--- config.mk ---
export PLATFORM = sky130hd
export DESIGN_NAME = stream_mux
export DESIGN_NICKNAME = d
export VERILOG_FILES = /design/src/rtl/stream_mux_pkg.sv /design/src/rtl/stream_mux_rr_arbiter.sv /design/src/rtl/stream_mux.sv
export SDC_FILE = /design/constraint.sdc
export NUM_CORES = 1
export LEC_CHECK = 0
export CAP_MARGIN = 20
export CORE_MARGIN = 2
export CORE_UTILIZATION = 40
export CTS_BUF_LIST = sky130_fd_sc_hd__clkbuf_16
export CTS_CLUSTER_DIAMETER = 120
export DETAILED_ROUTE_END_ITERATION = 16
export GPL_TIMING_DRIVEN = 0
export PLACE_DENSITY = 0.72
export SKIP_LAST_GASP = 1
export SYNTH_ARGS = -nofsm -noshare
export SYNTH_HDL_FRONTEND = slang
export SYNTH_SLANG_ARGS = --single-unit
--- constraint.sdc ---
create_clock -name clk -period 4.1 [get_ports clk]
set_input_delay 0.82 -clock clk [delete_from_list [all_inputs] [get_ports clk]]
set_output_delay 0.82 -clock clk [all_outputs]
set_load 0.01 [all_outputs]
--- src/rtl/stream_mux_pkg.sv ---
// Shared encodings for the stream_mux slice: select-mode constants and the
// packet lock-state enum used when STREAM_MUX_LAST_EN is defined.
package stream_mux_pkg;

  localparam logic MODE_ADDR = 1'b0;
  localparam logic MODE_RR   = 1'b1;

  typedef enum logic {
    IDLE   = 1'b0,
    LOCKED = 1'b1
  } lock_state_t;

endpackage

--- src/rtl/stream_mux_rr_arbiter.sv ---
// Round-robin search: grants the first requesting channel at or above ptr,
// wrapping from CHANNELS-1 back to 0.
module rr_arbiter #(
  parameter int CHANNELS = 4,
  parameter int SELW     = $clog2(CHANNELS)
) (
  input  logic [CHANNELS-1:0] req,
  input  logic [SELW-1:0]     ptr,
  output logic [CHANNELS-1:0] grant,
  output logic [SELW-1:0]     grant_idx,
  output logic                any
);

  logic [SELW-1:0] idx_s;

  // priority scan starting at ptr; SELW-bit addition provides the wrap
  always_comb begin
    grant     = '0;
    grant_idx = '0;
    any       = 1'b0;
    idx_s     = ptr;
    for (int k = 0; k < CHANNELS; k++) begin
      idx_s = ptr + SELW'(k);
      if (!any && req[idx_s]) begin
        any          = 1'b1;
        grant[idx_s] = 1'b1;
        grant_idx    = idx_s;
      end else begin
        any = any;
      end
    end
  end

endmodule

--- src/rtl/stream_mux.sv ---
// N-to-1 valid/ready stream multiplexer with addressed or round-robin select
// and a one-deep output register. STREAM_MUX_LAST_EN adds packet locking.
module stream_mux
  import stream_mux_pkg::*;
#(
  parameter int WIDTH    = 8,
  parameter int CHANNELS = 4,
  parameter int SELW     = $clog2(CHANNELS)
) (
  input  logic                      clk,
  input  logic                      reset_n,
  input  logic                      mode,
  input  logic [SELW-1:0]           address,
  input  logic [CHANNELS*WIDTH-1:0] in_data,
  input  logic [CHANNELS-1:0]       in_valid,
  output logic [CHANNELS-1:0]       in_ready,
  output logic [WIDTH-1:0]          out_data,
  output logic                      out_valid,
  input  logic                      out_ready,
  output logic [SELW-1:0]           out_chan
`ifdef STREAM_MUX_LAST_EN
  ,
  input  logic [CHANNELS-1:0]       in_last,
  output logic                      out_last
`endif
);

  logic [WIDTH-1:0]    out_data_r;
  logic                out_valid_r;
  logic [SELW-1:0]     out_chan_r;
  logic [SELW-1:0]     rr_ptr_r;
  logic [CHANNELS-1:0] arb_grant_s;
  logic [SELW-1:0]     arb_idx_s;
  logic                arb_any_s;
  logic [CHANNELS-1:0] ready_s;
  logic [SELW-1:0]     sel_s;
  logic                free_s;
  logic                xfer_s;
  logic                last_s;

  rr_arbiter #(.CHANNELS(CHANNELS), .SELW(SELW)) u_rr_arbiter (
    .req       (in_valid),
    .ptr       (rr_ptr_r),
    .grant     (arb_grant_s),
    .grant_idx (arb_idx_s),
    .any       (arb_any_s)
  );

`ifdef STREAM_MUX_LAST_EN
  lock_state_t     lock_state_r, lock_next_s;
  logic [SELW-1:0] lock_chan_r, lock_chan_next_s;
  logic            out_last_r;
`endif

  assign free_s = !out_valid_r || out_ready;

  // channel selection; an open packet pins the grant to its channel
  always_comb begin
    sel_s   = address;
    ready_s = '0;
`ifdef STREAM_MUX_LAST_EN
    if (lock_state_r == LOCKED) begin
      sel_s                = lock_chan_r;
      ready_s[lock_chan_r] = 1'b1;
    end else
`endif
    if (mode == MODE_RR) begin
      sel_s   = arb_idx_s;
      ready_s = arb_any_s ? arb_grant_s : '0;
    end else begin
      sel_s            = address;
      ready_s[address] = 1'b1;
    end
  end

  assign in_ready = (reset_n && free_s) ? ready_s : '0;
  assign xfer_s   = |(in_valid & in_ready);

`ifdef STREAM_MUX_LAST_EN
  assign last_s = in_last[sel_s];

  // lock FSM next state: open on a non-last beat, close on the last beat
  always_comb begin
    lock_next_s      = lock_state_r;
    lock_chan_next_s = lock_chan_r;
    case (lock_state_r)
      IDLE: begin
        if (xfer_s && !last_s) begin
          lock_next_s      = LOCKED;
          lock_chan_next_s = sel_s;
        end else begin
          lock_next_s = IDLE;
        end
      end
      LOCKED: begin
        if (xfer_s && last_s) begin
          lock_next_s = IDLE;
        end else begin
          lock_next_s = LOCKED;
        end
      end
      default: lock_next_s = IDLE;
    endcase
  end

  // lock FSM state register
  always_ff @(posedge clk) begin
    if (!reset_n) begin
      lock_state_r <= IDLE;
      lock_chan_r  <= '0;
    end else begin
      lock_state_r <= lock_next_s;
      lock_chan_r  <= lock_chan_next_s;
    end
  end

  // last flag travels with the data beat
  always_ff @(posedge clk) begin
    if (!reset_n) begin
      out_last_r <= 1'b0;
    end else if (free_s && xfer_s) begin
      out_last_r <= last_s;
    end else begin
      out_last_r <= out_last_r;
    end
  end

  assign out_last = out_last_r;
`else
  assign last_s = 1'b1;
`endif

  // output register and round-robin pointer (pointer moves only at packet end)
  always_ff @(posedge clk) begin
    if (!reset_n) begin
      out_valid_r <= 1'b0;
      out_data_r  <= '0;
      out_chan_r  <= '0;
      rr_ptr_r    <= '0;
    end else begin
      if (free_s) begin
        out_valid_r <= xfer_s;
        if (xfer_s) begin
          out_data_r <= in_data[sel_s*WIDTH +: WIDTH];
          out_chan_r <= sel_s;
        end
      end
      if (xfer_s && last_s && (mode == MODE_RR)) begin
        rr_ptr_r <= sel_s + SELW'(1);
      end
    end
  end

  assign out_data  = out_data_r;
  assign out_valid = out_valid_r;
  assign out_chan  = out_chan_r;

endmodule

==> PnR_summary.wiki <==
{| class="wikitable"
! Metric !! Value
|-
| Run status || finished, final reports clean
|-
| Clock Skews || around 0.0053 ns
|-
| Initial cell density of the core || 0.420
|-
| Vias in the first global route || 1741
|-
| Top library cells by usage in the layout, fill and taps aside || 48 x sky130_fd_sc_hd__clkdlybuf4s50_1, 21 x sky130_fd_sc_hd__mux2i_1, 11 x sky130_fd_sc_hd__clkbuf_1, 11 x sky130_fd_sc_hd__dfxtp_1, 10 x sky130_fd_sc_hd__nand2_1
|-
| Initial antenna violation count || 0
|-
| NumNets Final || ~310
|-
| Number of distinct standard cells referenced by the synthesized netlist || roughly 50
|-
| Number of gates on the worst path with buffers counted || 12
|-
| Residual overflow from global routing || 0
|-
| Die extent in x || slightly below 70 um
|-
| Die ar. || ~4800 sq um
|-
| Period utilization || 0.963
|-
| Maximum operating frequency || between 200 and 300 MHz
|-
| Die Span Y || slightly below 70 um
|-
| Worst path buffer plus inverter count || 5
|-
| Clock sink total || 13
|-
| Number of detailed-routing iterations run before antenna repair || 4
|-
| CP most frequent cell || sky130_fd_sc_hd__buf_4
|-
| Placed Area || between 2000 and 2500 sq um
|-
| Post-detailed-route wirelength per cell || ~16 um
|-
| Proportion of synthesized chip area in sequential cells || 0.154
|-
| Finished layout cell area || 2450 sq um
|-
| Wire length after detailed routing || 4860 um
|-
| Share of cells above drive strength 1 || 0.188
|-
| Count of input and output buffers || 55
|-
| Root buf cell || sky130_fd_sc_hd__clkbuf_16
|-
| Vias per std cell || between 5 and 6
|-
| Prevailing post-synth register cell || sky130_fd_sc_hd__dfxtp_1
|-
| Final setup fails || 0
|-
| Site Rows || 23
|-
| Placed Cells incl. Taps || a little under 300
|-
| Destination of the worst register-to-register timing path || rr_ptr_r[1]$_SDFFE_PN0P_
|-
| List of cells traversed by the critical path || buf_4 -> inv_1 -> ha_1 -> buf_4 -> mux4_2 -> buf_4 -> nand3b_1 -> a21oi_2 -> a21oi_1 -> o32a_1 -> nor2_1 -> clkdlybuf4s50_1
|-
| Post-synth EDFFs || 0
|-
| Aggregate negative setup slack || 0 ns
|-
| Area of the mapped netlist || 1690 sq um
|-
| Clock buffer depth || 2
|-
| Crit path required time || 3.28 ns
|-
| Post-detailed-route DRC marker count || 0
|-
| Number of non-filler instances in the completed layout || 306
|-
| Final count of pins violating max slew || 0
|-
| Area grow syn2layout || 45.0%
|-
| Worst-skew pair later-pin latency || ~0.25 ns
|-
| Count of nets left with antenna violations after detail routing || 0
|-
| Endpoints failing hold || 0
|-
| Top-level I/O count || 57
|-
| Post-Synthesis Cells || 192
|-
| Fraction of post-synthesis cell area in the top cell type by area || 0.154
|-
| Critical path origin || rr_ptr_r[1]$_SDFFE_PN0P_
|-
| Drt first-iter violations || 56
|-
| Reg-to-reg startpoint || rr_ptr_r[1]$_SDFFE_PN0P_
|-
| Proportion of register bits with asynchronous set or reset after synthesis || 0
|-
| Largest area contributor in the netlist || sky130_fd_sc_hd__dfxtp_1
|-
| Type of element launching the critical path || flip-flop
|-
| Clock buffer count from CTS || 3
|-
| Main area contributors after synthesis || sky130_fd_sc_hd__dfxtp_1 15%, sky130_fd_sc_hd__mux2i_1 12%, sky130_fd_sc_hd__mux2_4 5.3%
|-
| Lkg Pwr || around 1 nW
|-
| End-of-flow core utilization || 0.609
|-
| Worst Path Arrival || approximately 3.1 ns
|-
| Worst-path fanout max || 10
|-
| CTS HTree Levels || 1
|-
| Setup repair after global routing missed its margin || no
|-
| Nature of the critical path endpoint || output pin
|-
| Most common cell after layout, fill and taps aside || sky130_fd_sc_hd__clkdlybuf4s50_1
|-
| GR Util All Layers || 0.208
|-
| Number of hold-repair buffers added at the cts stage || 0
|-
| CTS tree || done
|-
| Core Region || 4030 sq um
|-
| Syn nets || 241
|-
| Reg-to-reg setup timing slack || roughly 0.79 ns
|-
| Weighted congestion at the end of routability-driven global placement || 0.915
|-
| Max Cap Viol || 0
|-
| Endpoint of the most critical setup path || in_ready[1]
|-
| Crit-path leading delay family || buffers and inverters
|-
| Antenna diode count || 0
|-
| Average cell area after synthesis || between 8 and 9 sq um
|-
| Critical Path Max Stage Delay || between 0.5 and 0.6 ns
|-
| Total number of vias || between 1500 and 2000
|-
| Sum of internal, switching and leakage power || roughly 0.0011 W
|-
| Power per cell area || around 450 nW/um^2
|-
| Final HPWL from detailed placement || between 3000 and 4000 um
|-
| Minimum clock period || between 3 and 4 ns
|-
| Largest voltage drop on the vdd net || approximately 220 uV
|-
| Crit Path Category || flip-flop to output pin
|-
| Clock-pin slew on the worst setup and hold paths || 0.04 ns
|-
| Syn. warnings || 0
|-
| Max stage delay cell, worst path || sky130_fd_sc_hd__clkdlybuf4s50_1
|-
| Normalized max-slew margin || 0.515
|-
| FF+latch count, synth || 13
|-
| Type of the worst min-delay path || flip-flop to flip-flop
|-
| Reg2Reg Depth || 12
|-
| Slew @ Worst Pin || between 0.7 and 0.8 ns
|-
| Wire length of the first global-routing pass || 8290 um
|-
| Pin count of the biggest net entering global routing || 11
|}
synth_stat cells (2+ instances only):
library cell               instances
sky130_fd_sc_hd__mux2i_1          21
sky130_fd_sc_hd__clkbuf_1         13
sky130_fd_sc_hd__dfxtp_1          13
sky130_fd_sc_hd__a21oi_1          10
sky130_fd_sc_hd__nand2_1          10
sky130_fd_sc_hd__nor2b_1           9
sky130_fd_sc_hd__o211ai_1          9
sky130_fd_sc_hd__inv_1             8
sky130_fd_sc_hd__nand4_1           8
sky130_fd_sc_hd__ha_1              7
sky130_fd_sc_hd__o211ai_2          7
sky130_fd_sc_hd__mux2_4            6
sky130_fd_sc_hd__nor2_1            6
sky130_fd_sc_hd__mux2_2            5
sky130_fd_sc_hd__nand3b_1          5
sky130_fd_sc_hd__a22oi_1           4
sky130_fd_sc_hd__mux4_2            4
sky130_fd_sc_hd__o21ai_0           4
sky130_fd_sc_hd__a221oi_1          3
sky130_fd_sc_hd__and2_1            3
sky130_fd_sc_hd__buf_2             3
sky130_fd_sc_hd__a211o_1           2
sky130_fd_sc_hd__a211oi_1          2
sky130_fd_sc_hd__buf_6             2
sky130_fd_sc_hd__nand2b_1          2
sky130_fd_sc_hd__nand3_1           2
sky130_fd_sc_hd__or3b_2            2
how the worst min path moves through the flow:
stage	from	endpoint	slack, ns	cells after the start
floorplan	out_chan[0]$_SDFFE_PN0P_	out_chan[0]$_SDFFE_PN0P_	0.48	2
global placement	out_chan[0]$_SDFFE_PN0P_	out_chan[0]$_SDFFE_PN0P_	0.45	2
detailed placement	out_chan[0]$_SDFFE_PN0P_	out_chan[0]$_SDFFE_PN0P_	0.46	2
CTS	out_chan[0]$_SDFFE_PN0P_	out_chan[0]$_SDFFE_PN0P_	0.47	2
global route	out_chan[1]$_SDFFE_PN0P_	out_chan[1]$_SDFFE_PN0P_	0.51	2
finish	out_chan[0]$_SDFFE_PN0P_	out_chan[0]$_SDFFE_PN0P_	0.47	2
flip-flops by register name (all words and copies together) (netlist names):
signal,cells
out_valid,1
out_chan,2
rr_ptr_r,2
out_data,8
logic make-up after synthesis:
| logic type | Yosys count | share of synthesized area |
|---|---|---|
| buf+inv | 27 | 0.0806 |
| mux | 36 | 0.264 |
| compound gates | 55 | 0.265 |
| xor+xnor | 1 | 0.00518 |
| flops | 13 | 0.154 |
| fa+ha+maj | 7 | 0.0518 |
| simple gates | 53 | 0.180 |
cell type report:
class / instances / area (sq um)
Inverter: 8 / 33.8
Multi-Input combinational cell: 152 / 1310
Timing Repair Buffer: 61 / 594
Clock inverter: 1 / 3.75
Clock buffer: 3 / 75.1
Tap cell: 50 / 62.6
Fill cell: 364 / 1580
Sequential cell: 13 / 265
Buffer: 18 / 109
repair_timing:
| action | 4_1_cts | 5_1_grt |
|---|---|---|
| endpoints found under the setup margin | 4 | 4 |
| buffers inserted | 4 | 2 |
| pin swaps | 1 | 0 |
| resized for setup | 12 | 8 |
report_power, final:
group / leakage, nW / switching (W) / internal [W]
Clock: 0.0423 / 0.0000568 / 0.000129
Sequential: 0.109 / 0.0000341 / 0.000168
Combinational: 0.858 / 0.000340 / 0.000365
worst min-delay path, stage by stage, from the launching register on:
cell and delay (ns):
sky130_fd_sc_hd__dfxtp_1 0.30, sky130_fd_sc_hd__nand2_1 0.06, sky130_fd_sc_hd__mux2i_1 0.06
metrics by stage:
stage / worst slack (ns) / hold WS, ns
after CTS: 0.00471 / 0.471
after global placement: -0.363 / 0.447
final: 0.152 / 0.468
after global routing: 0.000647 / 0.514
after detailed placement: -0.358 / 0.465
after floorplan: 0.693 / 0.482
per-layer routing:
layer	track usage	part of all wire	vias to the layer above
met4	0.0588	0.015	0
met3	0.0541	0.064	9
li1	-	-	871
met2	0.323	0.46	62
met5	0	0	-
met1	0.284	0.46	830
Power figures use the tool's default switching activity.
